<file path="src/rtl/max_idx_arbiter_pkg.sv">
// Shared constants and state encodings for the argmax arbiter and its engine.
// The package name is shared with the rest of the classifier slice.
package gusn_argmax_pkg;

    localparam int N_CLASSES = 10;
    localparam int IDX_W     = 4;

    typedef enum logic [1:0] {
        IDLE  = 2'd0,
        ISSUE = 2'd1,
        WAIT  = 2'd2,
        RESP  = 2'd3
    } arb_state_t;

    typedef enum logic [1:0] {
        ENG_IDLE = 2'd0,
        ENG_ST1  = 2'd1,
        ENG_ST2  = 2'd2,
        ENG_ST3  = 2'd3
    } eng_state_t;

endpackage

</file>
<file path="src/rtl/max_idx10.sv">
// Three-stage signed argmax over 10 scores. 'done' is a level: set after the
// final stage, cleared as soon as a new 'start' is sampled.
module max_idx10
    import gusn_argmax_pkg::*;
#(
    parameter int WIDTH = 8
) (
    input  logic                    clk,
    input  logic                    reset,
    input  logic                    start,
    input  logic signed [WIDTH-1:0] inputs [N_CLASSES],
    output logic                    done,
    output logic [IDX_W-1:0]        idx
);

    typedef struct packed {
        logic signed [WIDTH-1:0] val;
        logic [IDX_W-1:0]        pos;
    } cand_t;

    // 'a' always carries the lower index, so ties resolve to the lower index.
    function automatic cand_t pick(input cand_t a, input cand_t b);
        return ($signed(b.val) > $signed(a.val)) ? b : a;
    endfunction

    eng_state_t       state_q, state_d;
    cand_t            in_c [N_CLASSES];
    cand_t            s1_q [5];
    cand_t            s1_d [5];
    cand_t            s2_q [3];
    cand_t            s2_d [3];
    cand_t            fin;
    logic             done_q, done_d;
    logic [IDX_W-1:0] idx_q, idx_d;

    always_ff @(posedge clk) begin
        if (reset) begin
            state_q <= ENG_IDLE;
        end else begin
            state_q <= state_d;
        end
    end

    always_comb begin
        state_d = state_q;
        if (start) begin
            state_d = ENG_ST1;
        end else begin
            case (state_q)
                ENG_ST1: state_d = ENG_ST2;
                ENG_ST2: state_d = ENG_ST3;
                ENG_ST3: state_d = ENG_IDLE;
                default: state_d = state_q;
            endcase
        end
    end

    always_comb begin
        for (int unsigned i = 0; i < N_CLASSES; i++) begin
            in_c[i].val = inputs[i];
            in_c[i].pos = IDX_W'(i);
        end
    end

    always_comb begin
        s1_d   = s1_q;
        s2_d   = s2_q;
        done_d = done_q;
        idx_d  = idx_q;
        fin    = pick(pick(s2_q[0], s2_q[1]), s2_q[2]);
        if (start) begin
            done_d = 1'b0;
        end
        case (state_q)
            ENG_ST1: begin
                for (int unsigned p = 0; p < 5; p++) begin
                    s1_d[p] = pick(in_c[2*p], in_c[2*p+1]);
                end
            end
            ENG_ST2: begin
                s2_d[0] = pick(s1_q[0], s1_q[1]);
                s2_d[1] = pick(s1_q[2], s1_q[3]);
                s2_d[2] = s1_q[4];
            end
            ENG_ST3: begin
                if (!start) begin
                    idx_d  = fin.pos;
                    done_d = 1'b1;
                end
            end
            default: ;
        endcase
    end

    always_ff @(posedge clk) begin
        if (reset) begin
            s1_q   <= '{default: '0};
            s2_q   <= '{default: '0};
            done_q <= 1'b0;
            idx_q  <= '0;
        end else begin
            s1_q   <= s1_d;
            s2_q   <= s2_d;
            done_q <= done_d;
            idx_q  <= idx_d;
        end
    end

    always_comb begin
        done = done_q;
        idx  = idx_q;
    end

endmodule

</file>
<file path="src/rtl/rr_pick.sv">
// Combinational round-robin picker: first asserted request after 'last',
// scanning upward with wrap-around.
module rr_pick #(
    parameter int NREQ = 4,
    parameter int ID_W = (NREQ > 1) ? $clog2(NREQ) : 1
) (
    input  logic [NREQ-1:0] req,
    input  logic [ID_W-1:0] last,
    output logic [NREQ-1:0] grant,
    output logic [ID_W-1:0] grant_id,
    output logic            any
);

    logic [ID_W-1:0] cand;

    always_comb begin
        grant    = '0;
        grant_id = '0;
        any      = 1'b0;
        cand     = '0;
        for (int unsigned k = 1; k <= NREQ; k++) begin
            cand = ID_W'((32'(last) + k) % NREQ);
            if (!any && req[cand]) begin
                any      = 1'b1;
                grant_id = cand;
            end
        end
        if (any) begin
            grant[grant_id] = 1'b1;
        end
    end

endmodule

</file>
<file path="src/rtl/max_idx_arbiter.sv">
// Round-robin arbiter sharing one argmax engine among NREQ requesters;
// one transaction in flight, result returned on a tagged response channel.
module max_idx_arbiter
    import gusn_argmax_pkg::*;
#(
    parameter int WIDTH = 8,
    parameter int NREQ  = 4,
    parameter int ID_W  = (NREQ > 1) ? $clog2(NREQ) : 1
) (
    input  logic                    clk,
    input  logic                    reset,
    input  logic [NREQ-1:0]         req_valid,
    input  logic signed [WIDTH-1:0] req_data [NREQ][N_CLASSES],
    output logic [NREQ-1:0]         req_ready,
    output logic                    resp_valid,
    input  logic                    resp_ready,
    output logic [IDX_W-1:0]        resp_idx,
    output logic [ID_W-1:0]         resp_id,
    output logic                    busy
);

    arb_state_t              state_q, state_d;
    logic [NREQ-1:0]         grant;
    logic [ID_W-1:0]         grant_id;
    logic                    any;
    logic                    accept;
    logic [ID_W-1:0]         last_q, last_d;
    logic [ID_W-1:0]         id_q, id_d;
    logic [IDX_W-1:0]        resp_idx_q, resp_idx_d;
    logic signed [WIDTH-1:0] vec_q [N_CLASSES];
    logic signed [WIDTH-1:0] vec_d [N_CLASSES];
    logic                    eng_start;
    logic                    eng_done;
    logic [IDX_W-1:0]        eng_idx;

    rr_pick #(
        .NREQ(NREQ),
        .ID_W(ID_W)
    ) u_pick (
        .req      (req_valid),
        .last     (last_q),
        .grant    (grant),
        .grant_id (grant_id),
        .any      (any)
    );

    // The engine only ever sees the latched vector, so requesters may change
    // req_data freely once accepted.
    max_idx10 #(
        .WIDTH(WIDTH)
    ) u_engine (
        .clk    (clk),
        .reset  (reset),
        .start  (eng_start),
        .inputs (vec_q),
        .done   (eng_done),
        .idx    (eng_idx)
    );

    always_ff @(posedge clk) begin
        if (reset) begin
            state_q <= IDLE;
        end else begin
            state_q <= state_d;
        end
    end

    always_comb begin
        state_d = state_q;
        case (state_q)
            IDLE:    if (accept) state_d = ISSUE;
            ISSUE:   state_d = WAIT;
            WAIT:    if (eng_done) state_d = RESP;
            RESP:    if (resp_ready) state_d = IDLE;
            default: state_d = IDLE;
        endcase
    end

    always_comb begin
        req_ready  = '0;
        accept     = 1'b0;
        eng_start  = (state_q == ISSUE);
        busy       = (state_q != IDLE);
        resp_valid = (state_q == RESP);
        if (state_q == IDLE && !reset) begin
            req_ready = grant;
            accept    = any;
        end
    end

    always_comb begin
        last_d     = last_q;
        id_d       = id_q;
        resp_idx_d = resp_idx_q;
        vec_d      = vec_q;
        if (accept) begin
            last_d = grant_id;
            id_d   = grant_id;
            vec_d  = req_data[grant_id];
        end
        if (state_q == WAIT && eng_done) begin
            resp_idx_d = eng_idx;
        end
    end

    // last resets to NREQ-1 so requester 0 is first in line.
    always_ff @(posedge clk) begin
        if (reset) begin
            last_q     <= ID_W'(NREQ - 1);
            id_q       <= '0;
            resp_idx_q <= '0;
            vec_q      <= '{default: '0};
        end else begin
            last_q     <= last_d;
            id_q       <= id_d;
            resp_idx_q <= resp_idx_d;
            vec_q      <= vec_d;
        end
    end

    assign resp_idx = resp_idx_q;
    assign resp_id  = id_q;

endmodule

</file>
<file path="config.mk">
export PLATFORM = sky130hd
export DESIGN_NAME = max_idx_arbiter
export DESIGN_NICKNAME = d
export VERILOG_FILES = /design/src/rtl/max_idx_arbiter_pkg.sv /design/src/rtl/max_idx10.sv /design/src/rtl/rr_pick.sv /design/src/rtl/max_idx_arbiter.sv
export SDC_FILE = /design/constraint.sdc
export NUM_CORES = 1
export LEC_CHECK = 0
export CAP_MARGIN = 20
export CORE_MARGIN = 2
export CORE_UTILIZATION = 43
export DETAILED_ROUTE_END_ITERATION = 8
export GPL_TIMING_DRIVEN = 1
export MAX_ROUTING_LAYER = met4
export PLACE_DENSITY = 0.78
export SLEW_MARGIN = 20
export SYNTH_ARGS = -nofsm -noshare
export SYNTH_HDL_FRONTEND = slang
export SYNTH_SLANG_ARGS = --single-unit
</file>
<file path="constraint.sdc">
create_clock -name clk -period 3.7 [get_ports clk]
set_clock_uncertainty 0.1 [all_clocks]
set_input_delay 0.74 -clock clk [delete_from_list [all_inputs] [get_ports clk]]
set_output_delay 0.74 -clock clk [all_outputs]
set_load 0.01 [all_outputs]
</file>
==> metrics.cfg <==
[status]
status = finished clean

[placed_design]
gp_congestion = 0.9031
hpwl_mm = 27.22
port_buffers = 338
pre_cts_ws_ns = 0.03678

[power]
seq_power_share = 0.260
powerDensity_mw_per_mm2 = 812.9
p_leak_nw = 6.053
ir_drop_mv = 0.4350
p_clk_frac = 0.153
p_comb_frac = 0.587
swShare = 0.4326
p_int_w = 0.006971
p_sw_w = 0.005314

[grt]
antenna_found_initial = 2
grt_usage = 0.2707
grt.met2_usage = 0.4366
use_met1 = 0.3413
grt_pass1_vias = 10310
gr-max-usage-layer = met2
grt-ovfl-total = 0
met3_usage = 0.04980
grt_pass1_wl_mm = 54.18
grt_max_degree = 112

[final_layout]
mostFrequentLayoutCell = clkdlybuf4s50_1
syn_to_final_growth_pct = 40.57
n_fill_cell = 2119
regArea_mm2 = 0.003493
multi_input_area_mm2 = 0.006670
nets = 1940
final_cell_mix = clkdlybuf4s50_1, nand2_1, dfxtp_1, mux2i_1, a21oi_1
final_layout_size_suffix_gt1_frac = 0.08145

[cts]
cts_inserted_buffers = 17
clkLatencyLatePin_ns = 0.44
cts_htree_levels = 4
clockRootBuffer = clkbuf_16
clkSinkCount = 174
path_clk_slew_ns = 0.07
cts_max_path_buffers = 2
cts_tree = yes

[synthesis]
ys.warnings.count = 0
synth_cells = 1237
synth_compound_area_frac = 0.2038
synth-edff-count = 0
ys_ff_latch = 174
ys_seq_area_frac = 0.3240
synth_fa_ha_area_frac = 0.09078
async_reset_ff_frac = 0
syn_nets = 1642
synth_top_family_by_area = compound AO/OA/AOI/OAI gates
synthFlopType = dfxtp_1
synth_area_per_cell_um2 = 8.691
mappedNetlistArea_mm2 = 0.01075
muxShareOfSynthArea = 0.1915
synth_xor_area_frac = 0
synth_cell_type_count = 57
yosys.area_share.simple = 0.1238

[setup_path]
crit_fanout = 6
cp_top_family = compound AO/OA/AOI/OAI gates
cp-start-kind = flip-flop
path_cells = inv_1, ha_1, nand4_1, o32ai_1, a31oi_1, a21oi_1, buf_4, mux2i_4, ha_1, o32a_1, a21oi_2, a31oi_2, or4b_2, a21oi_2
cp_data_arrival_time_ns = 3.91
worstSetupPathType = flip-flop to flip-flop
r2r_cells = 14
critical_path_buf_inv_count = 2
required_ns = 3.96
slowest_stage = or4b_2
crit_path_start = u_engine.s2_q[34]
crit_path_end_kind = flip-flop
critPathMaxStageDelay_ns = 0.65
path_depth = 14
rr_startpoint = u_engine.s2_q[34]

[floorplanning]
die_w_um = 162.1
start_util = 0.4395
io_pins = 339
core_mm2 = 0.02446
die_y_um = 162.1
rows = 57
fp.dieArea_mm2 = 0.02628

[sta]
worst_slack_ns = 0.05285
final-hold-violation-count = 0
fin_crit_ns = 3.647
timing.fmax_mhz = 274.2
slew_headroom = 0.3275
maxSlewViolCount = 0
final-setup-viol-count = 0
fin_tns_setup_ns = 0
fin_crit_sh = 0.9857
worst_pin_slew_ns = 1.007

[flow_run]
drv_cap = 0

[route]
drtAntennaViolNets = 0
first_pass_iters = 7
drt_iter0_markers = 749
routed_via_density = 5.597
drt-wirelength-per-cell_um = 18.98
drc = 0
dr_total_vias = 10480
drt-total-wl_mm = 35.54

[min_path]
hold_start = u_engine.s1_q[0]
hold_depth = 2
hp-class = flip-flop to flip-flop

registers in the layout, summed over array words and instances (netlist names):
register	flops
vec_q	80
u_engine.s1_q	46
u_engine.s2_q	31
resp_idx	4
u_engine.idx	4
last_q	2
resp_id	2
state_q	2
u_engine.state_q	2
u_engine.done	1
per-layer routing:
metal	part of all wire	vias to the layer above	routed length (um)
met5	0	-	0
met4	0.031	0	1115
met3	0.061	59	2179
met2	0.48	344	17000
met1	0.43	4948	15250
li1	-	5133	-
cell type report:
cell class,instances,area share
timing repair buffer,366,0.2408
antenna,2,0.0003312
sequential,174,0.2312
tap,324,0.02683
clock inverter,9,0.008776
multi-input combinational,898,0.4414
clock buffer,22,0.03138
inverter,78,0.01937
timing repair:
action	CTS	global route
hold endpoints to repair	0	0
resized for setup	0	17
setup endpoints to repair	0	4
hold buffers	0	0
setup buffers	0	2
worst paths after layout:
path | end | slack (ns)
max | u_engine.idx[2] | 0.05
min | u_engine.s2_q[0] | 0.35
max reg2reg | u_engine.idx[2] | 0.05
min reg2reg | u_engine.s2_q[0] | 0.35
kinds of logic after synthesis:
family	after synthesis
DFF	174
buffers and inverters	165
AOI/OAI and AO/OA	312
adders and majority gates	78
muxes	196
and+or+nand+nor	312
through the flow:
| stage | std cells | power [W] | utilization | area, um2 | hold slack [ns] |
|---|---|---|---|---|---|
| floorplan | 1237 | 0.008181 | - | 10750 | 0.3287 |
| global placement | 1838 | 0.009979 | 0.5892 | 14410 | 0.3372 |
| detailed placement | 1838 | 0.01015 | 0.5892 | 14410 | 0.3412 |
| CTS | 1869 | 0.01207 | 0.6140 | 15020 | 0.3504 |
| global route | 1873 | 0.01311 | 0.6178 | 15110 | 0.3658 |
| finish | 1873 | 0.01229 | 0.6178 | 15110 | 0.3472 |
synth_stat cells, drive strengths merged, types with 5 or more instances:
library cell  count  area share
nand2           175       0.061
dfxtp           174        0.32
mux2i           158        0.15
a21oi            93       0.044
ha               78       0.091
inv              77       0.027
o21ai            77       0.036
nor2             57       0.020
a32o             55       0.051
clkbuf           48       0.017
buf              39       0.022
mux2             38       0.044
nor3             25       0.012
a311oi           21       0.017
nand3            21      0.0098
a222oi           19       0.018
nor2b            14      0.0081
nand4             8      0.0047
a211o             6      0.0049
a31oi             6      0.0049
a211oi            5      0.0035
o211ai            5      0.0048
worst reg2reg max path: stages, from the launching register on:
cell	delay, ns
dfxtp_4	0.37
inv_1	0.06
ha_1	0.30
nand4_1	0.13
o32ai_1	0.25
a31oi_1	0.06
a21oi_1	0.18
buf_4	0.21
mux2i_4	0.25
ha_1	0.27
o32a_1	0.35
a21oi_2	0.17
a31oi_2	0.08
or4b_2	0.65
a21oi_2	0.16
power by group through the flow:
stage | logic, W | clock network, W | registers (W)
CTS | 0.00702 | 0.00189 | 0.00316
floorplan | 0.00526 | 0 | 0.00293
global placement | 0.00680 | 0 | 0.00318
global route | 0.00788 | 0.00197 | 0.00326
finish | 0.00721 | 0.00188 | 0.00319
detailed placement | 0.00695 | 0 | 0.00320
Power figures use the tool's default switching activity.
